===== config.mk =====
export PLATFORM = sky130hd
export DESIGN_NAME = rdp_row_recover
export DESIGN_NICKNAME = d
export VERILOG_FILES = /design/src/rtl/rdp_row_recover.sv
export SDC_FILE = /design/constraint.sdc
export NUM_CORES = 1
export LEC_CHECK = 0
export CORE_UTILIZATION = 42
export DETAILED_ROUTE_END_ITERATION = 12
export DONT_BUFFER_PORTS = 1
export MAX_ROUTING_LAYER = met4
export SETUP_SLACK_MARGIN = 0.2
export SLEW_MARGIN = 30
export SYNTH_ARGS = -nofsm -noshare
export SYNTH_HDL_FRONTEND = slang
export SYNTH_SLANG_ARGS = --single-unit

===== constraint.sdc =====
create_clock -name clk -period 3 [get_ports clk]
set_input_delay 0.15 -clock clk [delete_from_list [all_inputs] [get_ports clk]]
set_output_delay 0.15 -clock clk [all_outputs]
set_load 0.03 [all_outputs]

===== src/rtl/rdp_row_recover.sv =====
// Row-parity recovery: XORs the surviving columns and the row parity of one stripe
// to rebuild the missing column, then holds the result until downstream takes it.
module rdp_row_recover #(
    parameter int unsigned SLICES     = 4,
    parameter int unsigned DATA_WIDTH = 8,
    parameter int unsigned NCOLS      = 6,
    localparam int unsigned W         = SLICES * DATA_WIDTH,
    localparam int unsigned CW        = $clog2(NCOLS + 1)
) (
    input  logic          clk,
    input  logic          reset_n,
    input  logic [W-1:0]  t_dat,
    input  logic          t_valid,
    input  logic          t_last,
    output logic          t_ready,
    output logic [W-1:0]  i_dat,
    output logic          i_valid,
    output logic          i_err,
    input  logic          i_ready,
    output logic [15:0]   i_stripes
);

    typedef enum logic [0:0] {StAcc, StOut} state_e;

    state_e         state_q, state_d;
    logic [CW-1:0]  cnt_q, cnt_d;
    logic [W-1:0]   acc_q, acc_d;
    logic [W-1:0]   dat_q, dat_d;
    logic           valid_q, valid_d;
    logic           err_q, err_d;
    logic [15:0]    stripes_q, stripes_d;

    logic           accept;
    logic [W-1:0]   beat_x;

    assign accept = t_valid && (state_q == StAcc);
    // First beat of a stripe replaces the accumulator instead of XORing into stale data.
    assign beat_x = (cnt_q == '0) ? t_dat : (acc_q ^ t_dat);

    always_comb begin
        state_d   = state_q;
        cnt_d     = cnt_q;
        acc_d     = acc_q;
        dat_d     = dat_q;
        valid_d   = valid_q;
        err_d     = err_q;
        stripes_d = stripes_q;

        if (accept) begin
            acc_d = beat_x;
            if (t_last) begin
                dat_d   = beat_x;
                valid_d = 1'b1;
                // cnt saturates at NCOLS, so only cnt == NCOLS-1 means exactly NCOLS beats.
                err_d   = (cnt_q != CW'(NCOLS - 1));
                cnt_d   = '0;
                state_d = StOut;
            end else if (cnt_q != CW'(NCOLS)) begin
                cnt_d = cnt_q + CW'(1);
            end
        end

        if ((state_q == StOut) && i_ready) begin
            valid_d   = 1'b0;
            state_d   = StAcc;
            stripes_d = stripes_q + 16'd1;
        end
    end

    always_ff @(posedge clk) begin
        if (!reset_n) begin
            state_q   <= StAcc;
            cnt_q     <= '0;
            acc_q     <= '0;
            dat_q     <= '0;
            valid_q   <= 1'b0;
            err_q     <= 1'b0;
            stripes_q <= '0;
        end else begin
            state_q   <= state_d;
            cnt_q     <= cnt_d;
            acc_q     <= acc_d;
            dat_q     <= dat_d;
            valid_q   <= valid_d;
            err_q     <= err_d;
            stripes_q <= stripes_d;
        end
    end

    assign t_ready   = (state_q == StAcc);
    assign i_dat     = dat_q;
    assign i_valid   = valid_q;
    assign i_err     = err_q;
    assign i_stripes = stripes_q;

endmodule

==> run summary, run 1 <==
SYNTH
----------------------------------------------------------------------------------------
FF+latch count, synth .....................................................           85
Post-synth net total ......................................................          519
Post-synthesis average cell area ..........................................    8.53 um^2
Netlist area before placement .............................................    4070 um^2
Commonest register cell after synthesis ...................................      dfxtp_1
Number of synthesized flops with an enable pin ............................            0
Count of yosys warnings during synthesis ..................................            0
Sequential cell area fraction in the yosys report .........................        41.8%
Synthesized netlist cell count ............................................          477
Synth cell types ..........................................................           33
FFs w/ async S/R, synth ...................................................           0%

STA
----------------------------------------------------------------------------------------
Worst-Margin Slew .........................................................       633 ps
Final Max Slew Viols ......................................................            0
Number of setup violations in the final report ............................            0
Unrepaired setup endpoints after global routing ...........................        false
Count of endpoints failing hold in the final timing report ................            0
Worst-case clock skew .....................................................      9.90 ps
Period minus WS final .....................................................      2070 ps
Portion of the clock cycle consumed by the worst path in the final layout .        68.8%
Setup TNS .................................................................         0 ps
Upper clock frequency limit ...............................................      484 MHz
Max_slew headroom .........................................................        57.8%

DETAILED ROUTING
----------------------------------------------------------------------------------------
Post-DRT Antenna Nets .....................................................            0
DRT iter0 DRCs ............................................................          142
Drt first pass iters ......................................................            4
Vias post-DR ..............................................................         3393
Final WL ..................................................................      9.30 mm
Detail-routed via count per cell ..........................................         5.38
Number of remaining DRC errors ............................................            0
Post-detailed-route wirelength per cell ...................................      14.7 um

FINAL LAYOUT
----------------------------------------------------------------------------------------
Nets@finish ...............................................................          539
Layout Cells excl Fill ....................................................          631
Fraction of final layout cells sized beyond drive strength 1 ..............        6.18%
Fin area ..................................................................    4760 um^2
Number of diodes ..........................................................            0
P&R area growth vs syn ....................................................        16.9%

CRITICAL PATH
----------------------------------------------------------------------------------------
Arrival time at the worst endpoint ........................................      2310 ps
Critical path startpoint category .........................................         flop
Critical setup path kind ..................................................   reg -> reg
Top fanout value on the critical path .....................................           31
Category of the worst setup path capture point ............................         flop
Required time of the critical path ........................................      3250 ps

GLOBAL ROUTE
----------------------------------------------------------------------------------------
Met3 layer usage reported by global route .................................        7.66%
Met2 track demand over resource in global routing .........................        32.9%
Gr usage total ............................................................        19.8%
GR Layer Usage met1 .......................................................        22.6%
Wire length of the first global-routing pass ..............................      15.4 mm
Top Usage Layer GRT .......................................................         met2
Number of global-route vias before repair .................................         3247
Number of antenna violations at the first check in global routing .........            0
Total congestion overflow after global routing ............................            0
Maximum number of pins on one net before global-route repair ..............           65

RUN STATUS
----------------------------------------------------------------------------------------
Run status ................................................................ complete, no violations

PLACED DESIGN
----------------------------------------------------------------------------------------
Cell area after placement .................................................    4150 um^2
Total of buffers placed on input and output ports .........................            0
Detail Placement HPWL .....................................................      5.71 mm
Last weighted congestion value of the routability-driven placer ...........        0.760
Cell total after placement ................................................          579

CTS
----------------------------------------------------------------------------------------
TritonCTS clock tree ......................................................         done
CTS Root Buffer Type ......................................................     clkbuf_8
Post-CTS Resized ..........................................................            0
Source-to-sink clock delay at the later pin of the worst-skew pair ........       360 ps
Max clock buf depth .......................................................            2
Reg clk slew, reported paths ..............................................        90 ps
H-tree depth ..............................................................            3
Clock buffers created by TritonCTS ........................................            9
Hold buffers post-CTS .....................................................           35
Clock sink count ..........................................................           85
Post CTS Setup Buffer Count ...............................................            0

FLOORPLAN
----------------------------------------------------------------------------------------
Number of I/O pins ........................................................           88
Effective utilization at floorplan ........................................        43.6%
Die area ..................................................................   10100 um^2
Core ar. ..................................................................    9330 um^2
Number of placement rows ..................................................           35
Height of the chip ........................................................       100 um
Die outline width .........................................................       100 um

POWER
----------------------------------------------------------------------------------------
Power density normalized to cell area .....................................  553 nW/um^2
Leakage ...................................................................      1.63 nW
VDD IR-drop max ...........................................................     0.256 mV

JOB
----------------------------------------------------------------------------------------
Max-cap viol count ........................................................            0

WORST HOLD PATH
----------------------------------------------------------------------------------------
Class of the worst hold path ..............................................    in -> reg

[final cells by class]
cell class,instances,area [um^2]
inverter,8,30.0
clock inverter,7,121
fill,903,4570
sequential,85,1700
timing repair buffer,44,420
tap,129,161
clock buffer,9,124
multi-input combinational,349,2200
[layer usage]
layer	wire, um	up-vias
met2	4450	99
met5	0	-
met4	64	0
met1	4090	1591
met3	690	7
li1	-	1696
[per-stage QoR]
| stage | utilization, % | setup WS, ps | power, mW | hold WS, ps |
|---|---|---|---|---|
| 2_1_floorplan | - | 1230 | 1.57 | 268 |
| 3_3_place_gp | 44.5 | 1140 | 1.62 | 281 |
| 3_5_place_dp | 44.5 | 1070 | 1.63 | 273 |
| 4_1_cts | 50.9 | 934 | 2.66 | 2.49 |
| 5_1_grt | 51.0 | 828 | 2.76 | 7.76 |
| 6_report | 51.0 | 935 | 2.63 | 15.1 |
[where the power goes]
| part | total [mW] | leakage [nW] | internal (mW) | switching [mW] |
|---|---|---|---|---|
| clock | 0.985 | 0.124 | 0.559 | 0.426 |
| sequential | 1.32 | 0.698 | 1.20 | 0.121 |
| combinational | 0.328 | 0.811 | 0.154 | 0.174 |
| total | 2.63 | 1.63 | 1.91 | 0.721 |
[placed cells by master (no fill, tap or decap), drive strengths merged, types with 4 or more instances in the layout]
| cell | count |
|---|---|
| dfxtp | 85 |
| nor2 | 81 |
| nand2 | 41 |
| mux2i | 36 |
| o21ai | 36 |
| dlygate4sd3 | 36 |
| xor2 | 34 |
| a22oi | 33 |
| a211oi | 32 |
| inv | 10 |
| clkbuf | 9 |
| xnor2 | 8 |
| buf | 8 |
| nor3 | 6 |
| nand4 | 6 |
| nand3 | 5 |
| ha | 5 |
| a21oi | 4 |
| nand2b | 4 |
[worst max-delay path, stage by stage (launching register included)]
cell           delay [ps]
dfxtp_1               660
nor2b_2                90
and2_2                410
o21a_1                250
dlygate4sd3_1         540
[Yosys cell counts (all sizes together), types with 2 or more instances]
cell     n  area share, %
xor2    34            7.3
nand3    5           0.61
nor2    81            7.5
a22oi   33            6.1
nand4    6            1.1
dfxtp   85             42
nor4     3           0.46
xnor2    8            1.7
a21oi    4           0.49
a211oi  32            5.9
or3      2           0.31
clkbuf  21            1.9
mux2i   36            8.9
ha       5            1.5
nor2b    2           0.31
nand2   41            3.8
nor3     6           0.74
and2     3           0.46
nand2b   4           0.61
o21ai   36            4.4
buf     14            1.7
inv      8           0.74
[logic make-up after synthesis]
kind of cell,count (synthesis),synth area share [%]
adders and majority gates,5,1.54
DFF,85,41.8
muxes,36,8.86
xor gates and xnor gates,42,9.04
buffers and inverters,43,4.34
and+or+nand+nor,158,16.9
AOI/OAI and AO/OA,108,17.5
[final timing paths]
kind,from,endpoint,depth (start not counted),slack (ps)
worst max register to register,i_valid,i_valid,4,930
worst max-delay path,i_valid,i_valid,4,930
worst min register to register,acc_q[1],acc_q[1],2,550
worst min-delay path,t_dat[13],i_dat[13],2,20
[sequential cells by signal, indices dropped and copies added (netlist names)]
name,cells
i_err,1
i_stripes,16
i_valid,1
cnt_q,3
acc_q,32
i_dat,32
(Power assumes the default switching activity.)
==> inputs of run 2 (changes only) <==
==> constraint.sdc (replaced) <==
create_clock -name clk -period 1.7 [get_ports clk]
set_input_delay 0.085 -clock clk [delete_from_list [all_inputs] [get_ports clk]]
set_output_delay 0.085 -clock clk [all_outputs]
set_load 0.03 [all_outputs]
==> run summary, run 2 (synthesized netlist as in run 1, its figures left out) <==
GLOBAL ROUTE
----------------------------------------------------------------------------------------
Number of antenna violations at the first check in global routing .........            0   unchanged
Number of global-route vias before repair .................................         3440   +5.9%
Wire length of the first global-routing pass ..............................      16.5 mm   +7.1%
Maximum number of pins on one net before global-route repair ..............           36   -45%
Gr usage total ............................................................        21.2%   +1.5 points
Total congestion overflow after global routing ............................            0   unchanged

STA
----------------------------------------------------------------------------------------
Number of setup violations in the final report ............................            0   unchanged
Upper clock frequency limit ...............................................      660 MHz   +36%
Count of endpoints failing hold in the final timing report ................            1   +1
Max_slew headroom .........................................................        64.8%   +6.9 points
Minimum hold slack ........................................................     -2.63 ps   -17.7 ps
Portion of the clock cycle consumed by the worst path in the final layout .        89.2%   +20 points
Worst-Margin Slew .........................................................       528 ps   -105 ps
Worst-case clock skew .....................................................      12.8 ps   +2.87 ps
Unrepaired setup endpoints after global routing ...........................         true
Final Max Slew Viols ......................................................            0   unchanged
Period minus WS final .....................................................      1520 ps   -550 ps
Setup TNS .................................................................         0 ps   unchanged

FLOORPLAN
----------------------------------------------------------------------------------------
Die outline width .........................................................       100 um   unchanged
Effective utilization at floorplan ........................................        43.6%   unchanged
Die area ..................................................................   10100 um^2   unchanged
Height of the chip ........................................................       100 um   unchanged
Number of placement rows ..................................................           35   unchanged
Number of I/O pins ........................................................           88   unchanged
Core ar. ..................................................................    9330 um^2   unchanged

CTS
----------------------------------------------------------------------------------------
CTS Root Buffer Type ......................................................     clkbuf_8
Clock buffers created by TritonCTS ........................................            9   unchanged
Reg clk slew, reported paths ..............................................        90 ps   about the same
Source-to-sink clock delay at the later pin of the worst-skew pair ........       350 ps   about the same
Max clock buf depth .......................................................            2   unchanged
TritonCTS clock tree ......................................................         done
Clock sink count ..........................................................           85   unchanged
H-tree depth ..............................................................            3   unchanged

CRITICAL PATH
----------------------------------------------------------------------------------------
Worst-case reg-to-reg path depth ..........................................            7   +3
Buffer and inverter count on the worst path ...............................            2   +1
Sequence of cells on the critical path .................................... inv_4 -> ha_4 -> nand2b_4 -> bufbuf_16 -> nand2_1 -> xor2_1 -> a211oi_2
Arrival time at the worst endpoint ........................................      1780 ps   -530 ps
Slowest cell delay on critical path .......................................       360 ps   -300 ps
R2R Path End ..............................................................    i_dat[27]
Top fanout value on the critical path .....................................           11   -65%
Critical setup path kind ..................................................   reg -> reg
Max stage delay cell, worst path ..........................................      dfxtp_2
Setup slack of the worst register-to-register path ........................       180 ps   -750 ps
Critical path startpoint category .........................................         flop
Required time of the critical path ........................................      1970 ps   -1280 ps
Top cell family by delay on the critical path .............................   flip-flops
Category of the worst setup path capture point ............................         flop
Reg2reg start .............................................................     cnt_q[0]

DETAILED ROUTING
----------------------------------------------------------------------------------------
Total routed wire length on the met1 layer ................................      4.57 mm   +12%
Post-detailed-route wirelength per cell ...................................      15.9 um   +7.7%
Final WL ..................................................................      10.5 mm   +13%
Number of remaining DRC errors ............................................            0   unchanged
Met3 Wirelength ...........................................................       693 um   +0.43%
Post-DRT Antenna Nets .....................................................            0   unchanged
Drt first pass iters ......................................................            4   unchanged
Highest metal layer with signal wires .....................................         met4
Detail-routed via count per cell ..........................................         5.41   +0.55%
Met2 wire length ..........................................................      5.11 mm   +15%
DRT iter0 DRCs ............................................................          117   -18%
Vias post-DR ..............................................................         3574   +5.3%

WORST HOLD PATH
----------------------------------------------------------------------------------------
Worst hold path startpoint ................................................     t_dat[4]
Class of the worst hold path ..............................................    in -> reg
Worst hold path stage count ...............................................            2   unchanged
Worst hold endpoint .......................................................     i_dat[4]

RUN STATUS
----------------------------------------------------------------------------------------
Run status ................................................................ complete, but fails checks
Violations in the final reports ........................................... negative hold slack

POWER
----------------------------------------------------------------------------------------
Leakage ...................................................................      1.88 nW   +15%
Power density normalized to cell area .....................................  896 nW/um^2   +62%
VDD IR-drop max ...........................................................     0.519 mV   +100%

JOB
----------------------------------------------------------------------------------------
Max-cap viol count ........................................................            0   unchanged

FINAL LAYOUT
----------------------------------------------------------------------------------------
Fraction of final layout cells sized beyond drive strength 1 ..............        15.6%   +9.4 points
Commonest cells after routing, fill and taps aside ........................ 81 x nor2_1, 71 x dfxtp_1, 41 x nand2_1, 36 x mux2i_1
Number of diodes ..........................................................            0   unchanged
Nets@finish ...............................................................          569   +5.6%
Commonest non-fill, non-tap cell in the layout ............................       nor2_1
P&R area growth vs syn ....................................................        28.8%

PLACED DESIGN
----------------------------------------------------------------------------------------
Detail Placement HPWL .....................................................      6.00 mm   +5.2%
Total of buffers placed on input and output ports .........................            0   unchanged
Last weighted congestion value of the routability-driven placer ...........        0.780   +2.5%

==> run 2: through the flow <==
step | area (um^2) | util (%) | instances | power (mW) | setup WS, ps
after floorplan | 4100 | - | 477 | 2.78 | 147
after global placement | 4380 | 46.9 | 598 | 2.89 | 210
after detailed placement | 4380 | 46.9 | 598 | 2.91 | 84.4
after CTS | 5030 | 53.9 | 651 | 4.64 | 172
after global routing | 5240 | 56.2 | 661 | 4.91 | 126
final | 5240 | 56.2 | 661 | 4.69 | 184
==> run 2: power breakdown <==
part	total (mW)	switching, mW	internal, mW
clock network	1.62	0.749	0.873
logic	0.754	0.371	0.383
registers	2.32	0.208	2.11
total	4.69	1.33	3.37
==> run 2: per-layer routing <==
layer | vias up | global-route usage [%]
li1 | 1771 | -
met4 | 0 | 7.58
met1 | 1689 | 25.3
met2 | 105 | 35.6
met3 | 9 | 4.32
met5 | - | -
==> run 2: what timing repair did <==
| item | CTS | global route |
|---|---|---|
| gates cloned | 2 | 5 |
| endpoints found under the setup margin | 48 | 52 |
| endpoints found under the hold margin | 69 | 5 |
| gates resized for setup | 9 | 16 |
| setup buffers | 3 | 2 |
| hold buffers | 32 | 3 |
| pin swaps | 0 | 14 |
==> run 2: final cells by class <==
type                    count  area (um^2)
inverters                   8         32.5
multi-input cells         349         2260
flip-flops and latches     85         1720
clock inverters             5         82.6
repair buffers             74          843
fillers                   824         4090
clock buffers              11          141
well taps                 129          161
==> run 2: worst max-delay path by stage <==
stage                       startpoint       endpoint  slack (ps)  cells after the start
final                         cnt_q[0]      i_dat[27]         180                      7
after global routing          cnt_q[0]      i_dat[27]         130                      7
after CTS                     cnt_q[0]      i_dat[15]         170                      7
after detailed placement      cnt_q[0]      i_dat[10]          80                      7
after global placement        cnt_q[0]      i_dat[13]         210                      7
after floorplan           i_stripes[8]  i_stripes[14]         150                      3
